<file path="config.mk">
export PLATFORM = sky130hd
export DESIGN_NAME = hazard_scoreboard_flat
export DESIGN_NICKNAME = d
export VERILOG_FILES = /design/src/rtl/hazard_scoreboard_if.sv /design/src/rtl/hazard_scoreboard.sv /design/src/flat_wrapper.sv
export SDC_FILE = /design/constraint.sdc
export NUM_CORES = 1
export LEC_CHECK = 0
export BUFFER_PORTS_ARGS = -buffer_cell sky130_fd_sc_hd__buf_2
export CORE_MARGIN = 1.5
export CORE_UTILIZATION = 29
export DETAILED_ROUTE_END_ITERATION = 8
export SYNTH_ARGS = -nofsm -noshare
export SYNTH_HDL_FRONTEND = slang
export SYNTH_SLANG_ARGS = --single-unit
</file>
<file path="constraint.sdc">
create_clock -name clk -period 2.18 [get_ports clk]
set_clock_uncertainty 0.1 [all_clocks]
set_input_delay 0.436 -clock clk [delete_from_list [all_inputs] [get_ports clk]]
set_output_delay 0.436 -clock clk [all_outputs]
set_load 0.01 [all_outputs]
</file>
<file path="src/rtl/hazard_scoreboard_if.sv">
// Pipeline-to-hazard-unit bundle: stage addresses/controls in, forwarding and stall/flush controls out.
interface hazard_scoreboard_if #(
  parameter int unsigned AW = 4
);
  logic [AW-1:0] RA1D, RA2D, WA3D;
  logic          RegWriteD, MultiCycleD;
  logic [AW-1:0] RA1E, RA2E, WA3E;
  logic          RegWriteE, MemtoRegE, MultiCycleE;
  logic [AW-1:0] WA3M, WA3W;
  logic          RegWriteM, RegWriteW;
  logic          PCSrcD, PCSrcE, PCSrcM, PCSrcW, BranchTakenE;
  logic [1:0]    ForwardAE, ForwardBE;
  logic          StallF, StallD, FlushD, FlushE;
  logic          McBusy, McDone;
  logic [AW-1:0] McWA;

  modport master (
    output RA1D, RA2D, WA3D, RegWriteD, MultiCycleD,
    output RA1E, RA2E, WA3E, RegWriteE, MemtoRegE, MultiCycleE,
    output WA3M, WA3W, RegWriteM, RegWriteW,
    output PCSrcD, PCSrcE, PCSrcM, PCSrcW, BranchTakenE,
    input  ForwardAE, ForwardBE, StallF, StallD, FlushD, FlushE,
    input  McBusy, McDone, McWA
  );

  modport slave (
    input  RA1D, RA2D, WA3D, RegWriteD, MultiCycleD,
    input  RA1E, RA2E, WA3E, RegWriteE, MemtoRegE, MultiCycleE,
    input  WA3M, WA3W, RegWriteM, RegWriteW,
    input  PCSrcD, PCSrcE, PCSrcM, PCSrcW, BranchTakenE,
    output ForwardAE, ForwardBE, StallF, StallD, FlushD, FlushE,
    output McBusy, McDone, McWA
  );
endinterface

</file>
<file path="src/rtl/hazard_scoreboard.sv">
// Pipeline hazard unit with a single-entry scoreboard for one in-flight multi-cycle op.
// Define HAZARD_FWD_EN to enable operand forwarding; otherwise dependent ops stall until the register file holds the value.
module hazard_scoreboard #(
  parameter int unsigned AW     = 4,
  parameter int unsigned MC_LAT = 4
) (
  input logic                clk,
  input logic                reset,
  hazard_scoreboard_if.slave bus
);

  localparam int unsigned CW = 4;

  typedef enum logic [1:0] {IDLE, BUSY, WAIT_WB} state_t;

  state_t        state, state_nxt;
  logic [CW-1:0] cnt, cnt_nxt;
  logic [AW-1:0] mc_wa, mc_wa_nxt;
  logic          mc_done;
  logic          mc_busy;

  // State register
  always_ff @(posedge clk) begin
    if (reset) begin
      state <= IDLE;
      cnt   <= '0;
      mc_wa <= '0;
    end else begin
      state <= state_nxt;
      cnt   <= cnt_nxt;
      mc_wa <= mc_wa_nxt;
    end
  end

  // Next state; the result may only retire when the write port is free
  always_comb begin
    state_nxt = state;
    cnt_nxt   = cnt;
    mc_wa_nxt = mc_wa;
    mc_done   = 1'b0;
    case (state)
      IDLE: begin
        if (bus.MultiCycleE) begin
          mc_wa_nxt = bus.WA3E;
          cnt_nxt   = CW'(MC_LAT - 1);
          state_nxt = BUSY;
        end
      end
      BUSY: begin
        if (cnt != '0) begin
          cnt_nxt = cnt - CW'(1);
        end else if (!bus.RegWriteW) begin
          mc_done   = 1'b1;
          state_nxt = IDLE;
        end else begin
          state_nxt = WAIT_WB;
        end
      end
      WAIT_WB: begin
        if (!bus.RegWriteW) begin
          mc_done   = 1'b1;
          state_nxt = IDLE;
        end
      end
      default: state_nxt = IDLE;
    endcase
  end

  assign mc_busy = (state != IDLE);

  logic ldr_stall, scb_stall, struct_stall, dep_stall, scb_hit;
  logic stall_d;

  assign ldr_stall    = bus.MemtoRegE & bus.RegWriteE &
                        ((bus.RA1D == bus.WA3E) | (bus.RA2D == bus.WA3E));
  assign scb_hit      = (bus.RA1D == mc_wa) | (bus.RA2D == mc_wa) |
                        (bus.RegWriteD & (bus.WA3D == mc_wa));
  assign struct_stall = bus.MultiCycleD & (mc_busy | bus.MultiCycleE);

`ifdef HAZARD_FWD_EN
  assign scb_stall = mc_busy & ~mc_done & scb_hit;
  assign dep_stall = 1'b0;

  // Forward select: Memory beats Writeback beats the retiring multi-cycle result
  always_comb begin
    bus.ForwardAE = 2'b00;
    if (bus.RegWriteM && (bus.RA1E == bus.WA3M))      bus.ForwardAE = 2'b10;
    else if (bus.RegWriteW && (bus.RA1E == bus.WA3W)) bus.ForwardAE = 2'b01;
    else if (mc_done && (bus.RA1E == mc_wa))          bus.ForwardAE = 2'b11;
  end

  always_comb begin
    bus.ForwardBE = 2'b00;
    if (bus.RegWriteM && (bus.RA2E == bus.WA3M))      bus.ForwardBE = 2'b10;
    else if (bus.RegWriteW && (bus.RA2E == bus.WA3W)) bus.ForwardBE = 2'b01;
    else if (mc_done && (bus.RA2E == mc_wa))          bus.ForwardBE = 2'b11;
  end
`else
  // Without forwarding the consumer waits until the result is in the register file
  assign scb_stall = mc_busy & scb_hit;
  assign dep_stall = (bus.RegWriteE & ((bus.RA1D == bus.WA3E) | (bus.RA2D == bus.WA3E))) |
                     (bus.RegWriteM & ((bus.RA1D == bus.WA3M) | (bus.RA2D == bus.WA3M)));
  assign bus.ForwardAE = 2'b00;
  assign bus.ForwardBE = 2'b00;
`endif

  assign stall_d    = ldr_stall | scb_stall | struct_stall | dep_stall;
  assign bus.StallD = stall_d;
  assign bus.StallF = stall_d | bus.PCSrcD | bus.PCSrcE | bus.PCSrcM;
  assign bus.FlushD = bus.PCSrcD | bus.PCSrcE | bus.PCSrcM | bus.PCSrcW | bus.BranchTakenE;
  assign bus.FlushE = stall_d | bus.BranchTakenE;
  assign bus.McBusy = mc_busy;
  assign bus.McDone = mc_done;
  assign bus.McWA   = mc_wa;

endmodule

</file>
<file path="src/flat_wrapper.sv">
// flat-port wrapper written by rule: the top's interface ports become plain ports
module hazard_scoreboard_flat 
#(
  parameter int unsigned AW     = 4,
  parameter int unsigned MC_LAT = 4
)
  (clk, reset, bus_RA1D, bus_RA2D, bus_WA3D, bus_RegWriteD, bus_MultiCycleD, bus_RA1E, bus_RA2E, bus_WA3E, bus_RegWriteE, bus_MemtoRegE, bus_MultiCycleE, bus_WA3M, bus_WA3W, bus_RegWriteM, bus_RegWriteW, bus_PCSrcD, bus_PCSrcE, bus_PCSrcM, bus_PCSrcW, bus_BranchTakenE, bus_ForwardAE, bus_ForwardBE, bus_StallF, bus_StallD, bus_FlushD, bus_FlushE, bus_McBusy, bus_McDone, bus_McWA);
  hazard_scoreboard_if #(.AW(AW)) bus_i ();
  input logic clk;
  input logic reset;
  input wire logic [$bits(bus_i.RA1D)-1:0] bus_RA1D;
  input wire logic [$bits(bus_i.RA2D)-1:0] bus_RA2D;
  input wire logic [$bits(bus_i.WA3D)-1:0] bus_WA3D;
  input wire logic [$bits(bus_i.RegWriteD)-1:0] bus_RegWriteD;
  input wire logic [$bits(bus_i.MultiCycleD)-1:0] bus_MultiCycleD;
  input wire logic [$bits(bus_i.RA1E)-1:0] bus_RA1E;
  input wire logic [$bits(bus_i.RA2E)-1:0] bus_RA2E;
  input wire logic [$bits(bus_i.WA3E)-1:0] bus_WA3E;
  input wire logic [$bits(bus_i.RegWriteE)-1:0] bus_RegWriteE;
  input wire logic [$bits(bus_i.MemtoRegE)-1:0] bus_MemtoRegE;
  input wire logic [$bits(bus_i.MultiCycleE)-1:0] bus_MultiCycleE;
  input wire logic [$bits(bus_i.WA3M)-1:0] bus_WA3M;
  input wire logic [$bits(bus_i.WA3W)-1:0] bus_WA3W;
  input wire logic [$bits(bus_i.RegWriteM)-1:0] bus_RegWriteM;
  input wire logic [$bits(bus_i.RegWriteW)-1:0] bus_RegWriteW;
  input wire logic [$bits(bus_i.PCSrcD)-1:0] bus_PCSrcD;
  input wire logic [$bits(bus_i.PCSrcE)-1:0] bus_PCSrcE;
  input wire logic [$bits(bus_i.PCSrcM)-1:0] bus_PCSrcM;
  input wire logic [$bits(bus_i.PCSrcW)-1:0] bus_PCSrcW;
  input wire logic [$bits(bus_i.BranchTakenE)-1:0] bus_BranchTakenE;
  output wire logic [$bits(bus_i.ForwardAE)-1:0] bus_ForwardAE;
  output wire logic [$bits(bus_i.ForwardBE)-1:0] bus_ForwardBE;
  output wire logic [$bits(bus_i.StallF)-1:0] bus_StallF;
  output wire logic [$bits(bus_i.StallD)-1:0] bus_StallD;
  output wire logic [$bits(bus_i.FlushD)-1:0] bus_FlushD;
  output wire logic [$bits(bus_i.FlushE)-1:0] bus_FlushE;
  output wire logic [$bits(bus_i.McBusy)-1:0] bus_McBusy;
  output wire logic [$bits(bus_i.McDone)-1:0] bus_McDone;
  output wire logic [$bits(bus_i.McWA)-1:0] bus_McWA;
  assign bus_i.RA1D = bus_RA1D;
  assign bus_i.RA2D = bus_RA2D;
  assign bus_i.WA3D = bus_WA3D;
  assign bus_i.RegWriteD = bus_RegWriteD;
  assign bus_i.MultiCycleD = bus_MultiCycleD;
  assign bus_i.RA1E = bus_RA1E;
  assign bus_i.RA2E = bus_RA2E;
  assign bus_i.WA3E = bus_WA3E;
  assign bus_i.RegWriteE = bus_RegWriteE;
  assign bus_i.MemtoRegE = bus_MemtoRegE;
  assign bus_i.MultiCycleE = bus_MultiCycleE;
  assign bus_i.WA3M = bus_WA3M;
  assign bus_i.WA3W = bus_WA3W;
  assign bus_i.RegWriteM = bus_RegWriteM;
  assign bus_i.RegWriteW = bus_RegWriteW;
  assign bus_i.PCSrcD = bus_PCSrcD;
  assign bus_i.PCSrcE = bus_PCSrcE;
  assign bus_i.PCSrcM = bus_PCSrcM;
  assign bus_i.PCSrcW = bus_PCSrcW;
  assign bus_i.BranchTakenE = bus_BranchTakenE;
  assign bus_ForwardAE = bus_i.ForwardAE;
  assign bus_ForwardBE = bus_i.ForwardBE;
  assign bus_StallF = bus_i.StallF;
  assign bus_StallD = bus_i.StallD;
  assign bus_FlushD = bus_i.FlushD;
  assign bus_FlushE = bus_i.FlushE;
  assign bus_McBusy = bus_i.McBusy;
  assign bus_McDone = bus_i.McDone;
  assign bus_McWA = bus_i.McWA;
  hazard_scoreboard #(.AW(AW), .MC_LAT(MC_LAT)) u_core (.clk(clk), .reset(reset), .bus(bus_i));
endmodule
</file>
After elaboration in Yosys (flattened, before gate mapping)
Cells that the tools add are included.
W data, S select, Z words.
- bits in registers: 10
- output and inout bits: 14
- $add $sub $neg: 1
- equality and inequality tests: 13
- muxes and demuxes: 11
- bitwise operators: 24
- reductions and logical operators: 7
- operators with widths (operator ; number):
    $eq A4 B4 Y1 ; 7
    $or A1 B1 Y1 ; 17
    $mux W2 ; 4
    $mux W4 ; 2
    $pmux W4 S2 ; 1
    $and A1 B1 Y1 ; 7
    $ne A2 B2 Y1 const B ; 3
    $pmux W2 S3 ; 1
    $reduce_and A3 Y1 ; 2
    $reduce_bool A2 Y1 ; 2
    $reduce_bool A4 Y1 ; 1
    $sub A4 B1 Y4 const B ; 1
    $eq A2 B1 Y1 const B ; 1
    $eq A2 B2 Y1 const B ; 1
    $logic_not A2 Y1 ; 1
    $mux W1 ; 2
    $ne A2 B1 Y1 const B ; 1
    $pmux W1 S2 ; 1
    $reduce_and A2 Y1 ; 1

Logic depth before layout (Yosys ltp)
- depth after elaboration: 10
- depth in mapped cells: 8

Worst setup path after synthesis
No wires, ideal clock.
- path type: register to output
- from: reg u_core.state[1]
- to: out bus_StallF
- arrival: 1417 ps
- slack: 227 ps
- cell stages (with the launch flop): 7
- path through: dfxtp_1 -> inv_1 -> ha_1 -> buf_2 -> nand2b_1 -> a222oi_1 -> nand3_1
- cells in the longest elaborated chain, start to end: 8
- RTL lines (element ; line ; source):
    from (decl) ; hazard_scoreboard.sv:16 ; state_t state, state_nxt;
    from (signal assigned) ; hazard_scoreboard.sv:29 ; state <= state_nxt;
    $reduce_bool A2 Y1 (*) ; hazard_scoreboard.sv:69 ; assign mc_busy = (state != IDLE);
    $and A1 B1 Y1 or $or A1 B1 Y1 (tied branches) ; hazard_scoreboard.sv:100, hazard_scoreboard.sv:78 ;
    $or A1 B1 Y1 or $and A1 B1 Y1 (tied branches) ; hazard_scoreboard.sv:107, hazard_scoreboard.sv:78 ;
    $or A1 B1 Y1 (*) (2 in series) ; hazard_scoreboard.sv:107 ; assign stall_d = ldr_stall | scb_stall | struct_stall | dep_stall;
    $or A1 B1 Y1 (*) (3 in series) ; hazard_scoreboard.sv:109 ; assign bus.StallF = stall_d | bus.PCSrcD | bus.PCSrcE | bus.PCSrcM;
    to (decl) ; flat_wrapper.sv:33 ; output wire logic [$bits(bus_i.StallF)-1:0] bus_StallF;
Mark *: on every way between the ends. The rest lies on a longest branch, timed or not.

Worst setup path in the final report
- from: reg u_core.state[0]
- to: out bus_FlushE
- cells in the longest elaborated chain, start to end: 6
- RTL lines (element ; line ; source):
    $reduce_bool A2 Y1 (*) ; hazard_scoreboard.sv:69 ;
    $and A1 B1 Y1 or $or A1 B1 Y1 (tied branches) ; hazard_scoreboard.sv:100, hazard_scoreboard.sv:78 ;
    $or A1 B1 Y1 or $and A1 B1 Y1 (tied branches) ; hazard_scoreboard.sv:107, hazard_scoreboard.sv:78 ;
    $or A1 B1 Y1 (*) (2 in series) ; hazard_scoreboard.sv:107 ;
    $or A1 B1 Y1 (*) ; hazard_scoreboard.sv:111 ; assign bus.FlushE = stall_d | bus.BranchTakenE;
    to (decl) ; flat_wrapper.sv:36 ; output wire logic [$bits(bus_i.FlushE)-1:0] bus_FlushE;
Marked as above.

==> flow_metrics.env <==
export IMPL_worst_ep_required_time_ns=1.64
export IMPL_synth_avg_cell_area_sq_um=7.91
export IMPL_irDropWorstVdd_mv=0.515
export IMPL_synth_compound_area_share_pct=11.2
export IMPL_drt_iter0_drc=42
export IMPL_wl_per_cell_microns=11.3
export IMPL_ys_ff_latch=10
export IMPL_p_int_w=0.000657
export IMPL_final_cell_mix="42 x buf_2, 17 x xor2_1, 13 x xnor2_1, 13 x nand2_1, 9 x buf_4"
export IMPL_gp_congestion=0.745
export IMPL_post_route_min_period_ns=2.13
export IMPL_rsz0062_at_grt="true"
export IMPL_clkPwrFrac_pct=14.8
export IMPL_vias_per_cell=4.58
export IMPL_rows=20
export IMPL_ys_flop_type="dfxtp_1"
export IMPL_cts_tree="built"
export IMPL_syn_instance_count=116
export IMPL_fin_util_pct=43.0
export IMPL_final_common_cell="buf_2"
export IMPL_synth_cell_types=27
export IMPL_synthAdderAreaFrac_pct=8.19
export IMPL_antenna_found_initial=0
export IMPL_die_w_microns=59.2
export IMPL_setup_viol=0
export IMPL_r2r_start="u_core.state[0]"
export IMPL_start_util_pct=30.3
export IMPL_synth_area_sq_um=917
export IMPL_fin_tns_setup_ns=0
export IMPL_maxSlewViolCount=0
export IMPL_numPortBuffers=42
export IMPL_synth_mux_area_fraction_pct=3.27
export IMPL_start_kind="register"
export IMPL_power_frac_seq_pct=26.8
export IMPL_worstPathMaxFanout=3
export IMPL_antenna_cells=0
export IMPL_yosys_warnings=0
export IMPL_final_hold_viol_count=0
export IMPL_synthToLayoutAreaGrowth_pct=42.0
export IMPL_p_sw_share_pct=40.0
export IMPL_io_pins=60
export IMPL_drive_above_1_share_pct=38.1
export IMPL_holdPathStages=2
export IMPL_fin_area_sq_um=1300
export IMPL_die_h_microns=59.2
export IMPL_cts_root_buffer="clkbuf_4"
export IMPL_grt_overflow_total=0
export IMPL_drc_errors=0
export IMPL_comb_power_share_pct=58.4
export IMPL_status="finished clean"
export IMPL_synth_edf_count=0
export IMPL_timing_rr_end="u_core.cnt[3]"
export IMPL_htree_levels=1
export IMPL_grt_pass1_wl_microns=3780
export IMPL_grt_pass1_vias=952
export IMPL_synth_xor_area_share_pct=28.6
export IMPL_ys_seq_area_share_pct=21.8
export IMPL_grt_usage_pct=13.9
export IMPL_ant_nets=0
export IMPL_cts_buffers=3
export IMPL_synth_top_family_by_area="XOR/XNOR gates"
export IMPL_synthArstFlopShare_pct=0
export IMPL_maxCapViolations=0
export IMPL_grt_max_degree=10
export IMPL_place_area_sq_um=1170
export IMPL_layout_nets=221
export IMPL_fmax_mhz=470
export IMPL_rrSetupSlack_ns=0.46
export IMPL_cts_buffer_depth=2
export IMPL_cts_sinks=10
export IMPL_dr_pass1_iters=4
export IMPL_min_to="u_core.bus.McWA[3]"
export IMPL_hold_start="reset"
export IMPL_coreArea_sq_um=3030
export IMPL_path_class="reg2out"
export IMPL_power_leakage_nw=0.626
export IMPL_fillerInstances=334
export IMPL_yosys_area_share_simple_pct=19.8
export IMPL_p_sw_w=0.000437
export IMPL_timing_final_crit_share_pct=97.5
export IMPL_cts_clk_slew_worst_paths_ns=0.06
export IMPL_place_hpwl_microns=1930
export IMPL_arrival_ns=1.59
export IMPL_endpoint_kind="primary output"
export IMPL_wirelength_microns=2400
export IMPL_vias=970
export IMPL_insertion_delay_ns=0.26
export IMPL_hold_class="in2reg"
export IMPL_cts_hold_buf=0
export IMPL_reg2regPathDepth=9
export IMPL_power_density_nw_per_um2=840
export IMPL_dieArea_sq_um=3510
==> worst max-delay path, stage by stage, from the launching register on <==
cell	delay (ns)
dfxtp_2	0.33
inv_2	0.08
ha_4	0.15
nand2b_4	0.06
a222oi_1	0.33
buf_4	0.18
nand3b_1	0.07
buf_2	0.14
==> synthesized netlist by cell type (all sizes together), types with 2 or more instances <==
library cell | instances | share of area (%)
xor2 | 17 | 16
nand2 | 13 | 5.3
xnor2 | 13 | 12
dfxtp | 10 | 22
nor2 | 8 | 3.3
a21oi | 7 | 3.8
buf | 6 | 4.2
ha | 6 | 8.2
inv | 6 | 2.5
nand3 | 6 | 3.3
mux2i | 3 | 3.3
nand4 | 3 | 2.0
o41ai | 3 | 2.9
nor3 | 2 | 1.1
nor3b | 2 | 1.6
o21ai | 2 | 1.1
==> cell families after synthesis <==
logic type               after synthesis
other                                  1
buffers and inverters                 12
AO/OA/AOI/OAI                         16
multiplexers                           3
adder cells (fa/ha/maj)                6
flip-flops                            10
XOR/XNOR                              30
AND/OR/NAND/NOR                       38
==> layout make-up <==
cell class | count | area [sq um] | share of cell area (%)
well taps | 44 | 55.1 | 4.23
flip-flops and latches | 10 | 203 | 15.6
clock buffers | 4 | 36.3 | 2.79
inverters | 6 | 22.5 | 1.73
multi-input cells | 97 | 708 | 54.4
repair buffers | 51 | 278 | 21.3
==> how the worst max path moves through the flow <==
stage                         start          to  slack (ns)  cells after the start
detailed placement      bus_RA1D[2]  bus_StallF        0.02                      7
floorplan           u_core.state[1]  bus_StallF        0.23                      6
CTS                 u_core.state[0]  bus_FlushE       0.004                      7
finish              u_core.state[0]  bus_FlushE        0.05                      7
global route        u_core.state[0]  bus_FlushE       -0.06                      7
global placement        bus_RA1D[3]  bus_StallF        0.06                      7
==> layer usage <==
metal	vias to the layer above	wire length, microns	GRT usage, %
li1	487	-	-
met1	440	956	14.5
met2	41	1220	27.6
met3	2	203	3.06
met4	0	16	2.92
met5	-	0	0
==> power by group through the flow <==
stage,clock [W],combinational [W],sequential [W]
after floorplan,0,0.000367,0.000280
after global placement,0,0.000502,0.000284
after detailed placement,0,0.000522,0.000287
after CTS,0.000167,0.000547,0.000290
after global routing,0.000175,0.000721,0.000300
final,0.000162,0.000639,0.000293
==> sequential cells by signal, indices dropped and copies added, names as in the netlist <==
signal / flops
u_core.bus.McWA: 4
u_core.cnt: 4
u_core.state: 2
==> repair_timing <==
item	CTS	global route
setup endpoints to repair	4	4
pin swaps	1	2
resized for setup	5	7
endpoints found under the hold margin	0	0
buffers inserted	3	4
cloned	0	0
==> through the flow <==
| stage | power [W] | hold WS, ns | cells | worst slack (ns) |
|---|---|---|---|---|
| 5_1_grt | 0.00120 | 0.364 | 212 | -0.0612 |
| 3_3_place_gp | 0.000786 | 0.407 | 201 | 0.0650 |
| 2_1_floorplan | 0.000647 | 0.384 | 119 | 0.227 |
| 4_1_cts | 0.00100 | 0.361 | 208 | 0.00439 |
| 6_report | 0.00109 | 0.352 | 212 | 0.0540 |
| 3_5_place_dp | 0.000809 | 0.418 | 201 | 0.0211 |
(Power assumes the default switching activity.)
